`src/rtl/rj_serial_loader_pkg.sv`:
```
// Shared constants and state encoding for the Rj, coefficient and data loaders.
package rj_serial_loader_pkg;

    localparam int WORD_W    = 16;
    localparam int NUM_WORDS = 16;
    localparam int ADDR_W    = 4;
    localparam int CNT_W     = $clog2(WORD_W);

    typedef enum logic [1:0] {
        IDLE       = 2'd0,
        WAIT_FRAME = 2'd1,
        SHIFT      = 2'd2,
        DONE       = 2'd3
    } state_t;

endpackage

```
`src/rtl/rj_serial_loader_shifter.sv`:
```
// MSB-first deserialiser: start loads the MSB, shift appends bits.
// word_valid flags the cycle whose bit_in completes the word.
module serial_word_shifter
    import rj_serial_loader_pkg::*;
(
    input  logic              clk,
    input  logic              rst,
    input  logic              start,
    input  logic              shift,
    input  logic              bit_in,
    output logic [WORD_W-1:0] word,
    output logic              word_valid
);

    // The final bit is taken straight from bit_in, so only WORD_W-1 bits are stored.
    logic [WORD_W-2:0] sr;
    logic [CNT_W-1:0]  cnt;

    always_ff @(posedge clk) begin
        if (rst) begin
            sr  <= '0;
            cnt <= '0;
        end else if (start) begin
            sr  <= {{(WORD_W-2){1'b0}}, bit_in};
            cnt <= CNT_W'(1);
        end else if (shift) begin
            sr  <= {sr[WORD_W-3:0], bit_in};
            cnt <= cnt + 1'b1;
        end
    end

    assign word       = {sr, bit_in};
    assign word_valid = shift && (cnt == CNT_W'(WORD_W - 1));

endmodule

```
`src/rtl/rj_serial_loader.sv`:
```
// Serial front end for the Rj memory: frames serial words and writes
// NUM_WORDS of them at incrementing addresses, then reports done.
module rj_serial_loader
    import rj_serial_loader_pkg::*;
(
    input  logic              Sclk,
    input  logic              Reset,
    input  logic              load_start,
    input  logic              Frame,
    input  logic              InputL,
    output logic [WORD_W-1:0] data_out,
    output logic              write_enable,
    output logic              wr_frame,
    output logic [ADDR_W-1:0] Write_Address,
    output logic              rj_done,
    output logic              frame_err
);

    state_t            state;
    logic [ADDR_W-1:0] word_cnt;
    logic              start;
    logic              shift_en;
    logic              word_valid;
    logic [WORD_W-1:0] word;

    // A Frame during SHIFT truncates the word and restarts from this bit.
    assign start    = Frame && ((state == WAIT_FRAME) || (state == SHIFT));
    assign shift_en = (state == SHIFT) && !Frame;

    serial_word_shifter u_shifter (
        .clk        (Sclk),
        .rst        (Reset),
        .start      (start),
        .shift      (shift_en),
        .bit_in     (InputL),
        .word       (word),
        .word_valid (word_valid)
    );

    always_ff @(posedge Sclk) begin
        if (Reset) begin
            state         <= IDLE;
            word_cnt      <= '0;
            data_out      <= '0;
            write_enable  <= 1'b0;
            wr_frame      <= 1'b0;
            Write_Address <= '0;
            rj_done       <= 1'b0;
            frame_err     <= 1'b0;
        end else begin
            write_enable <= 1'b0;
            wr_frame     <= 1'b0;
            case (state)
                IDLE: begin
                    if (load_start) begin
                        state     <= WAIT_FRAME;
                        word_cnt  <= '0;
                        frame_err <= 1'b0;
                    end
                end
                WAIT_FRAME: begin
                    if (Frame) state <= SHIFT;
                end
                SHIFT: begin
                    if (Frame) begin
                        frame_err <= 1'b1;
                    end else if (word_valid) begin
                        // Strobe lands in the cycle a back-to-back Frame may arrive.
                        write_enable  <= 1'b1;
                        wr_frame      <= 1'b1;
                        data_out      <= word;
                        Write_Address <= word_cnt;
                        word_cnt      <= word_cnt + 1'b1;
                        if (word_cnt == ADDR_W'(NUM_WORDS - 1)) state <= DONE;
                        else state <= WAIT_FRAME;
                    end
                end
                DONE: begin
                    if (load_start) begin
                        state     <= WAIT_FRAME;
                        word_cnt  <= '0;
                        rj_done   <= 1'b0;
                        frame_err <= 1'b0;
                    end else begin
                        rj_done <= 1'b1;
                    end
                end
                default: state <= IDLE;
            endcase
        end
    end

endmodule

```
`config.mk`:
```
export PLATFORM = sky130hd
export DESIGN_NAME = rj_serial_loader
export DESIGN_NICKNAME = d
export VERILOG_FILES = /design/src/rtl/rj_serial_loader_pkg.sv /design/src/rtl/rj_serial_loader_shifter.sv /design/src/rtl/rj_serial_loader.sv
export SDC_FILE = /design/constraint.sdc
export NUM_CORES = 1
export LEC_CHECK = 0
export BUFFER_PORTS_ARGS = -buffer_cell sky130_fd_sc_hd__buf_2
export CAP_MARGIN = 20
export CORE_MARGIN = 4
export CORE_UTILIZATION = 55
export DETAILED_ROUTE_END_ITERATION = 6
export PLACE_DENSITY_LB_ADDON = 0.15
export SYNTH_ARGS = -nofsm -noshare
export SYNTH_HDL_FRONTEND = slang
export SYNTH_SLANG_ARGS = --single-unit
```
`constraint.sdc`:
```
create_clock -name Sclk -period 2 [get_ports Sclk]
set_input_delay 0.2 -clock Sclk [delete_from_list [all_inputs] [get_ports Sclk]]
set_output_delay 0.2 -clock Sclk [all_outputs]
set_load 0.02 [all_outputs]
```
======== Word-level counts from Yosys, hierarchy flattened ========
Index checks and enable logic that the tools add are counted.
cells by class
  add/sub/neg operators ................... 2
  multipliers ............................. 0
  div/mod/pow operators ................... 0
  $lt $le $gt $ge ......................... 0
  eq/ne operators ......................... 10
  shift operators ......................... 0
  multiplexer cells ....................... 19
  bitwise operators ....................... 2
  reduce and logical (&&, ||, !) cells .... 15
operators by type and width
  operator                                                                  number
  4-bit 2-to-1 mux                                                          3
  2-bit 2-to-1 mux                                                          5
  4-bit by 1-bit adder with 4-bit output (second input constant)            2
  4-bit == test (second input constant)                                     2
  1-bit 2-to-1 mux                                                          8
  4-bit one-hot mux with 2 select lines                                     1
  4-bit AND reduction                                                       2
  2-bit inequality test (second input constant)                             3
  2-bit one-hot mux with 3 select lines                                     1
  3-bit AND reduction                                                       2
  2-bit == test (second input constant)                                     2
  2-bit by 1-bit inequality test with 1-bit output (second input constant)  2
  2-bit nonzero test                                                        2
  2-bit OR reduction                                                        2
  1-bit logical AND                                                         3
  3-bit OR reduction                                                        1
  2-bit by 1-bit == test with 1-bit output (second input constant)          1
  2-bit zero test                                                           1
  1-bit NOT                                                                 2
  1-bit one-hot mux with 2 select lines                                     1
  1-bit zero test                                                           1
  1-bit logical OR                                                          1
word-level totals
  register bits ........................... 48
  bits in latches ......................... 0
  memory bits (writable) .................. 0
  bits in read-only memories .............. 0
  input port bits ......................... 5
  output and inout bits ................... 24
  word-level logic and storage cells ...... 59
  memories ................................ 0

======== Longest topological paths before layout ========
  depth after elaboration ................. 6
  gate-level depth with buffers ........... 8
  gate-level depth less buffers ........... 5

======== Cells and area by module ========
A second synthesis with hierarchy kept.
unflattened totals
  cells, all modules ...................... 215
  area total of the unflattened synthesis .. 1966.9 µm²
by module, submodules not included
  module               times used  cells an instance  area an instance (µm²)  seq. area each (µm²)
  rj_serial_loader     1           145                1187.4                  580.6
  serial_word_shifter  1           70                 779.5                   380.4

======== Worst setup path before layout ========
OpenSTA, ideal clock, no wires.
  path kind ............................... reg2reg
  start ................................... reg state[0]
  end ..................................... reg state[1]
  setup time .............................. 0.123 ns
  arrival ................................. 1.483 ns
  required time ........................... 1.877 ns
  path slack .............................. 0.393 ns
  stages on the path, launching flop included .. 7
  path buffers ............................ 1
  period minus slack after synthesis ...... 1.607 ns
  cell sequence ........................... dfxtp_1 > inv_1 > ha_1 > buf_2 > nor2b_2 > a221oi_2 > mux2_1
on the way
  cells in the longest elaborated chain, start to end .. 5
  elaborated cells between the ends (all ways) .. 13
  classes of those cells .................. 7 x eq/ne; 1 x mux; 5 x reduce/logical
RTL lines
  item                                                        line                                            source
  from (decl)                                                 rj_serial_loader.sv:19                          state_t state;
  from (signal assigned)                                      rj_serial_loader.sv:42                          state <= IDLE;
  from (signal assigned)                                      rj_serial_loader.sv:56                          state <= WAIT_FRAME;
  from (signal assigned)                                      rj_serial_loader.sv:62                          if (Frame) state <= SHIFT;
  2-bit == test                                               rj_serial_loader.sv:28, rj_serial_loader.sv:53
  1-bit logical AND                                           rj_serial_loader.sv:28                          assign shift_en = (state == SHIFT) && !Frame;
  1-bit logical AND                                           rj_serial_loader_shifter.sv:33                  assign word_valid = shift && (cnt == CNT_W'(WORD_W - 1));
  2-bit by 1-bit inequality test with 1-bit output (no line)  n/a
  4-bit AND reduction (no line)                               n/a
Parallel ways exist; a longest one is shown, timed or not.
A chain may end at the register's enable or synchronous reset.

======== Worst setup path after layout ========
Ends and elaborated chain as after synthesis.

==> flow_summary.yaml <==
cells_and_area:
  antennaDiodeCount: 0
  drive_above_1_share_pct: 19.2
  multi_input_area_sq_um: 922
  stdcell_area_sq_mm: 0.00227
  syn_to_final_growth_pct: 12.2
  nets: 274
  seq_area_sq_um: 961
  fill_cells: 313
sta:
  rsz0062_at_grt: "false"
  setup_viol: 0
  period_needed_ns: 1.69
  finalHoldViolCount: 0
  whs_ns: 0.146
  fin_skew_ns: 0.00315
  max_slew_margin_pct: 64.8
  maxSlewViolCount: 0
  post-route-period-util_pct: 84.3
  tns_ns: 0
  tightest_slew_ns: 0.527
  max_freq_mhz: 593
floorplanning:
  die_w_um: 68.7
  start_util_pct: 58.8
  row_count: 21
  ios: 29
  die-height_um: 68.7
  core_sq_mm: 0.00344
  fp.dieArea_sq_mm: 0.00472
routing:
  wl_per_cell_um: 13.0
  highest_layer: "met4"
  drt-initial-drc-count: 142
  drc: 0
  dr_wl_met3_um: 162
  postRouteAntennaNets: 0
  routed_wl_um: 4050
  wl_met2_um: 1880
  met1Wirelength_um: 1940
  dr.pass1.iters: 4
  viasPerCell: 5.51
  vias: 1714
worst_setup_path:
  cp_slowest_cell: "ha_1"
  path_cells: "inv_1, ha_1, nor2b_2, a221oi_2, mux2_1"
  end_kind: "flop"
  r2r_end: "state[1]"
  rrSetupSlack_ns: 0.31
  rr_worst_depth: 5
  cp_num_cells: 5
  worstSetupStartpointType: "flop"
  max_stage_delay_ns: 0.40
  critical_path_buf_inv_count: 1
  path_delay_family: "adder cells"
  endpoint: "state[1]"
  worst_ep_required_time_ns: 2.20
  crit_fanout: 8
  worst-endpoint-arrival_ns: 1.88
  crit_type: "flop to flop"
  cp-startpoint: "state[0]"
  reg2reg_from: "state[0]"
power:
  power_density_mw_per_mm2: 983
  peakVddDrop_v: 0.000594
  leakage_uw: 0.000872
synth:
  ys_ff_latch: 48
  ys_seq_area_share_pct: 47.5
  synthTopCellsByArea: "dfxtp_1 (47%), a21oi_1 (10%), nand3_1 (6.7%)"
  async_flop_share_pct: 0
  syn_area_sq_mm: 0.00202
  ys_warn_count: 0
  synth-edff-count: 0
  ys.flop_type: "dfxtp_1"
  yosysUniqueCellTypes: 37
  synthesis.nets: 250
  synth_common_cells: "dfxtp_1 (48), a21oi_1 (41), nand2_1 (33), nand3_1 (27), o21ai_0 (14)"
  yosysTopAreaCellShare_pct: 47.5
  synth_cells: 240
  avgSynthCellArea_sq_um: 8.44
  yosys.area.top_type: "dfxtp_1"
  synth_most_common_cell: "dfxtp_1"
cts:
  cts_buffers: 5
  cts_htree_levels: 2
  hold_buffers: 0
  cts_root_buf: "clkbuf_8"
  postCtsSetupBuffers: 0
  clkTransAtPathRegs_ns: 0.09
  cts.path.max_buffers: 2
  cts_sinks: 48
  cts_tree: "yes"
  cts_resized: 0
  clock_latency_ns: 0.30
global_routing:
  antenna_found_initial: 0
  first_global_vias: 1532
  grt_max_degree: 24
  grt_usage_pct: 19.6
  overflow: 0
  grt_pass1_wl_um: 6930
placement:
  port_buffers: 28
  place.gp.congestion: 0.843
  hpwl_um: 2740
  dpl_cell_area_sq_mm: 0.00217
min_path:
  min-delay-path-class: "input port to flop"
job:
  maxCapViolations: 0
run_status:
  status: "completed"
==> power breakdown <==
part | switching (uW) | total [uW] | internal, uW
sequential | 35.9 | 1040 | 1000
clock | 330 | 613 | 283
combinational | 352 | 579 | 228
==> cell families after synthesis <==
logic type	share of synthesized area [%]
buf+inv	6.98
simple gates	19.8
fa+ha+maj	3.09
flops	47.5
xor+xnor	0.433
compound gates	20.6
mux	1.55
==> layout by cell type, fill, tap and decap left out, drive strengths merged, types with 2 or more instances in the layout <==
master,Yosys,routed
dfxtp,48,48
a21oi,41,41
buf,16,37
nand2,34,34
nand3,27,27
o21ai,22,22
inv,7,8
clkbuf,4,6
ha,5,5
nand2b,4,4
nor2,4,4
nand3b,3,3
o221ai,2,2
or3,2,2
nor3,2,2
mux2i,2,2
a211oi,2,2
==> final cells by class <==
class                      instances  share of cell area (%)
clock buffer                       6                    3.64
multi-input combinational        165                    40.6
inverter                           7                    1.16
sequential                        48                    42.3
clock inverter                     2                   0.606
tap                               46                    2.53
timing repair buffer              37                    9.15
==> routing by layer <==
layer  vias to the layer above  GRT usage [%]
met2                        33           31.8
met3                         6           4.86
met5                         -              0
met1                       789           24.7
li1                        886              -
met4                         0           8.19
==> worst min-delay path by stage <==
stage                      from                to  slack (ns)  cells past startpoint
5_1_grt              load_start           rj_done        0.17                      2
6_report             load_start           rj_done        0.15                      2
3_5_place_dp    u_shifter.sr[5]   u_shifter.sr[6]        0.46                      2
3_3_place_gp   u_shifter.sr[14]  u_shifter.sr[14]        0.45                      2
4_1_cts              load_start           rj_done        0.14                      2
2_1_floorplan        load_start           rj_done        0.30                      1
==> metrics by stage <==
step / util [%] / total power [uW] / setup WS (ns) / instances
floorplan: - / 1550 / 0.393 / 240
global placement: 63.2 / 1630 / 0.374 / 303
detailed placement: 63.2 / 1640 / 0.327 / 303
CTS: 66.0 / 2250 / 0.319 / 311
global route: 66.0 / 2360 / 0.190 / 311
finish: 66.0 / 2230 / 0.314 / 311
==> registers in the layout, indices dropped and copies added, names as in the netlist <==
name	flops
Write_Address	4
data_out	16
frame_err	1
rj_done	1
state	2
u_shifter.cnt	4
u_shifter.sr	15
word_cnt	4
wr_frame	1
(Power assumes the default switching activity.)
